===== src/rtl/ber_counter.sv =====
// BER counter: sweeps PRBS reference delays to find the best alignment, then counts errors/bits.
// Optional macro BER_CNT_SAT_EN makes the error/bit counters saturate instead of wrapping.
module ber_counter #(
  parameter int PRBS_LEN = 511,
  parameter int CNT_BITS = 64
) (
  input  logic                clk,
  input  logic                i_reset_n,
  input  logic                i_ctrl,
  input  logic                i_start_synchro,
  input  logic                i_prbs_cmp_curr_addr_done,
  input  logic                i_start_ber_counter,
  input  logic                i_ref_bit,
  input  logic                i_rx_bit,
  output logic                o_sync_done,
  output logic [8:0]          o_best_addr,
  output logic [9:0]          o_min_errors,
  output logic [CNT_BITS-1:0] o_err_count,
  output logic [CNT_BITS-1:0] o_bit_count
);

  typedef enum logic [1:0] {IDLE, SYNC, COUNT} state_t;

  localparam logic [8:0] LAST = 9'(PRBS_LEN - 1);

  state_t                state;
  logic [PRBS_LEN-2:0]   ref_buf;
  logic [PRBS_LEN-1:0]   taps;
  logic [8:0]            addr;
  logic [8:0]            acc;
  logic [8:0]            sel;
  logic                  err;
  logic                  do_sync;
  logic                  do_count;
  logic [9:0]            tot;
  logic [CNT_BITS-1:0]   bit_nxt;
  logic [CNT_BITS-1:0]   err_nxt;

  // tap k is the reference bit k symbols ago; tap 0 is the live input
  assign taps = {ref_buf, i_ref_bit};

  always_comb begin
    do_count = i_ctrl && (state == COUNT || i_start_ber_counter);
    do_sync  = i_ctrl && !i_start_ber_counter &&
               (state == SYNC || (state == IDLE && i_start_synchro));
    sel      = do_count ? o_best_addr : addr;
    err      = i_rx_bit ^ taps[sel];
    tot      = {1'b0, acc} + 10'(err);
    bit_nxt  = o_bit_count + CNT_BITS'(1);
    err_nxt  = o_err_count + CNT_BITS'(err);
`ifdef BER_CNT_SAT_EN
    // err_count never exceeds bit_count, so freezing both on bit saturation keeps the ratio
    if (&o_bit_count) begin
      bit_nxt = o_bit_count;
      err_nxt = o_err_count;
    end
`endif
  end

  always_ff @(posedge clk or negedge i_reset_n) begin
    if (!i_reset_n) begin
      state        <= IDLE;
      ref_buf      <= '0;
      addr         <= '0;
      acc          <= '0;
      o_sync_done  <= 1'b0;
      o_best_addr  <= '0;
      o_min_errors <= 10'd1023;
      o_err_count  <= '0;
      o_bit_count  <= '0;
    end else if (i_ctrl) begin
      ref_buf <= {ref_buf[PRBS_LEN-3:0], i_ref_bit};
      if (do_count) begin
        state       <= COUNT;
        o_sync_done <= 1'b1;
        o_bit_count <= bit_nxt;
        o_err_count <= err_nxt;
      end
      if (do_sync) begin
        state <= SYNC;
        if (i_prbs_cmp_curr_addr_done) begin
          if (tot < o_min_errors) begin
            o_min_errors <= tot;
            o_best_addr  <= addr;
          end
          acc  <= '0;
          addr <= (addr == LAST) ? 9'd0 : addr + 9'd1;
        end else begin
          acc <= acc + 9'(err);
        end
      end
    end
  end

endmodule

===== config.mk =====
export PLATFORM = sky130hd
export DESIGN_NAME = ber_counter
export DESIGN_NICKNAME = d
export VERILOG_FILES = /design/src/rtl/ber_counter.sv
export SDC_FILE = /design/constraint.sdc
export NUM_CORES = 1
export LEC_CHECK = 0
export ABC_AREA = 1
export BUFFER_PORTS_ARGS = -buffer_cell sky130_fd_sc_hd__buf_2
export CORE_UTILIZATION = 45
export DETAILED_ROUTE_END_ITERATION = 10
export GPL_TIMING_DRIVEN = 0
export PLACE_DENSITY = 0.62
export SLEW_MARGIN = 25
export SYNTH_ARGS = -nofsm -noshare
export SYNTH_HDL_FRONTEND = slang
export SYNTH_SLANG_ARGS = --single-unit

===== constraint.sdc =====
create_clock -name clk -period 5.4 [get_ports clk]
set_input_delay 1.08 -clock clk [delete_from_list [all_inputs] [get_ports clk]]
set_output_delay 1.08 -clock clk [all_outputs]
set_load 0.05 [all_outputs]

==> key figures <==
Run status
  • Outcome: complete, no violations

Worst setup path
  • R2r startpoint: state[1]
  • Critical path's slowest cell: xor2_2
  • WP data arrival: 5850 ps
  • Worst path most repeated cell: nand3_1
  • Critical setup path kind: primary input to flip-flop
  • Required @ worst endpoint: ~5900 ps
  • Reg2reg end: o_best_addr[0]
  • Crit start category: primary input
  • Slowest stage delay, CP: 300 ps
  • Worst setup EP type: flip-flop
  • Crit path max fanout: 10
  • Reg2reg setup slack: 230 ps
  • Worst r2r path cells: 33

Place
  • Hpwl dp: 74000 µm
  • Final GP Congestion: ~0.91
  • Dpl ws: -2150 ps
  • PortBufs: 155

Global route
  • Number of global-route vias before repair: approximately 28000
  • Largest net degree at the start of global routing: 92
  • Total GRT Usage: about 30%
  • Total congestion overflow: 0
  • First-pass GRT wire length: 170000 µm
  • Antenna violations before repair: 1

Route
  • Vias per cell: 5.58
  • DR DRC count: 0
  • Final wirelength: 112000 µm
  • Routed Antenna Nets: 0
  • Drt wl/cell: 21.1 µm
  • Vias: 29700
  • Initial DRC Count: 3593
  • Detailed Routing Iterations Pass 1: 6

Timing
  • Final Hold Vio Count: 0
  • Worst Skew: 28.8 ps
  • Slew @ Worst Pin: 1160 ps
  • Post-layout min period: 5350 ps
  • Setup TNS: 0 ps
  • Maximum achievable frequency: 187 MHz
  • Period Utilization, post-route: about 99%
  • Setup ws final: 52.8 ps
  • Final setup viols: 0
  • Max-slew headroom: 22.9%
  • RSZ-0062 raised after global routing: yes
  • Final count of pins violating max slew: 0

Pwr
  • Maximum vdd ir drop: 0.239 mV
  • Power Density: 356 mW/mm²
  • Leakage: ~18 nW

Floorplan
  • DIE AREA: 0.0730 mm²
  • Rows: 97
  • Num ports: 156
  • Initial Util: a little under half
  • Die Y-Extent: 270 µm
  • CORE AREA: 0.0706 mm²
  • DIE WIDTH: 270 µm

Synth
  • Syn Inst Count: 4056
  • Synth async-reset ratio: 100%
  • Post-synthesis cell area: ~0.032 mm²
  • #FFs+latches synth: about 680
  • Avg Inst Size Synth: 7.98 µm²
  • Main synth FF type: dfrtp_1
  • Synth Warn #: 0
  • Post-synth EDFFs: 0
  • Sequential area share after synthesis: 52.5%
  • Distinct cells, synth: 42
  • Synthesized Nets: 4080

Cells and area
  • Layout Nets: between 4000 and 5000
  • Final Util: 55.1%
  • Area occupied by multi-input gates: 0.0135 mm²
  • P&R area growth vs syn: 20.2%
  • Register area: 0.0170 mm²
  • Diode count: 0
  • FILL cells: between 6000 and 7000
  • Share of layout cells above drive strength 1: 12.8%

Clocking
  • CTS Hold Buffers Added: 0
  • Worst-case clock buffer depth: 3
  • CTS sink cnt: 678
  • Worst-path clk slew: 60 ps
  • Worst skew pair latency: ~640 ps
  • CTS Buf Count: 76
  • CTS tree: done
  • CTS root buf: clkbuf_16
  • Total number of H-tree levels: 3

Worst hold path
  • Type of the most critical hold path: primary input to async pin

Flow run
  • Max-cap violations: 0
## metrics by stage
stage               power [W]  hold WS [ps]  cells  cell area, µm²
floorplan             0.00757           453   4056           32300
global placement      0.00838           448   5151           34300
detailed placement    0.00843           453   5160           34600
CTS                    0.0137           424   5298           37800
global route           0.0144           454   5323           38900
finish                 0.0138           413   5323           38900
## cell usage after synthesis, types with 6 or more instances
library cell / n / area share (%)
o211ai_1: 6 / 0.14
xnor2_1: 40 / 1.1
buf_2: 66 / 1.0
nor4_1: 22 / 0.43
o21ai_0: 544 / 8.4
ha_1: 16 / 0.62
nor3_1: 57 / 0.88
o22ai_1: 6 / 0.12
nor2_1: 79 / 0.92
dfrtp_1: 668 / 52
nand4_1: 31 / 0.60
buf_1: 11 / 0.13
nand2_2: 7 / 0.14
a21oi_1: 16 / 0.25
inv_1: 409 / 4.7
nand2_1: 1254 / 15
clkbuf_1: 148 / 1.7
nor2_2: 7 / 0.14
dfstp_2: 10 / 0.81
xor2_1: 85 / 2.3
nand3_1: 532 / 8.2
## power by group
part / internal, W / total, W / leakage [nW] / switching [W]
Clock: 0.00303 / 0.00521 / 1.19 / 0.00218
Combinational: 0.000754 / 0.00236 / 7.67 / 0.00160
Sequential: 0.00576 / 0.00627 / 8.83 / 0.000508
## cell families after synthesis
kind of cell / after synthesis / share of synthesized area [%]
xor gates and xnor gates: 125 / 3.38
buffers and inverters: 636 / 7.64
and+or+nand+nor: 2015 / 26.6
AOI/OAI and AO/OA: 586 / 9.22
adders and majority gates: 16 / 0.619
DFF: 678 / 52.5
## cell type report
| class | count | share of cell area, % |
|---|---|---|
| flip-flops and latches | 678 | 43.7 |
| clock inverters | 16 | 0.508 |
| repair inverters | 2 | 0.0386 |
| multi-input cells | 2742 | 34.8 |
| well taps | 940 | 3.02 |
| repair buffers | 199 | 3.63 |
| clock buffers | 110 | 5.80 |
| inverters | 411 | 4.02 |
| plain buffers | 225 | 4.51 |
## worst max-delay path by stage
stage	start	slack, ps	cells past startpoint	end
5_1_grt	i_ctrl	-170	35	o_best_addr[0]
3_5_place_dp	i_ctrl	-2150	28	o_min_errors[7]
2_1_floorplan	i_ctrl	220	32	o_best_addr[0]
3_3_place_gp	i_reset_n	-11540	1	o_bit_count[43]
4_1_cts	i_ctrl	0.7	34	o_best_addr[5]
6_report	i_ctrl	50	34	o_best_addr[0]
## registers in the layout, summed over array words and instances, names as in the netlist
name and flops:
ref_buf 510, o_err_count 64, o_min_errors 10, o_bit_count 64
o_best_addr 9, acc 9, state 2, addr 9
o_sync_done 1
## routing by layer
| metal | global-route usage, % | wire (µm) | vias to the layer above |
|---|---|---|---|
| met5 | 0 | 0 | - |
| met4 | 13.3 | 4550 | 0 |
| met3 | 5.67 | 10300 | 296 |
| met2 | 45.7 | 50300 | 1398 |
| met1 | 42.5 | 47300 | 14400 |
| li1 | - | - | 13600 |
## timing repair
action | CTS | global route
gates cloned | 1 | 8
hold endpoints to repair | 0 | 0
resized for setup | 241 | 200
endpoints found under the setup margin | 68 | 39
pin swaps | 5 | 25
setup buffers | 11 | 17
## worst max-delay path, delay by kind of cell
family,cells,cell delay (ps)
simple gates,16,1890
buf+inv,9,1330
compound gates,6,860
fa+ha+maj,2,360
xor+xnor,1,300
## cells in the final DEF, fill, tap and decap left out, drive strengths merged
cell type and count:
buf 286, xnor2 40, nand3b 1, clkinv 7, o21ai 548, nand2 1262
or2 2, o211ai 6, nor2 89, inv 412, o22a 1, o21a 1
a21oi 16, a31oi 2, dfrtp 668, nor3b 5, a22oi 1, xor2 85
nand4 31, bufinv 3, o32ai 1, o22ai 6, nand3 533, nor3 61
and3 1, o41a 1, clkinvlp 7, nor4 27, or4 3, dfstp 10
clkbuf 248, o31ai 3, ha 16
Power figures use the tool's default switching activity.
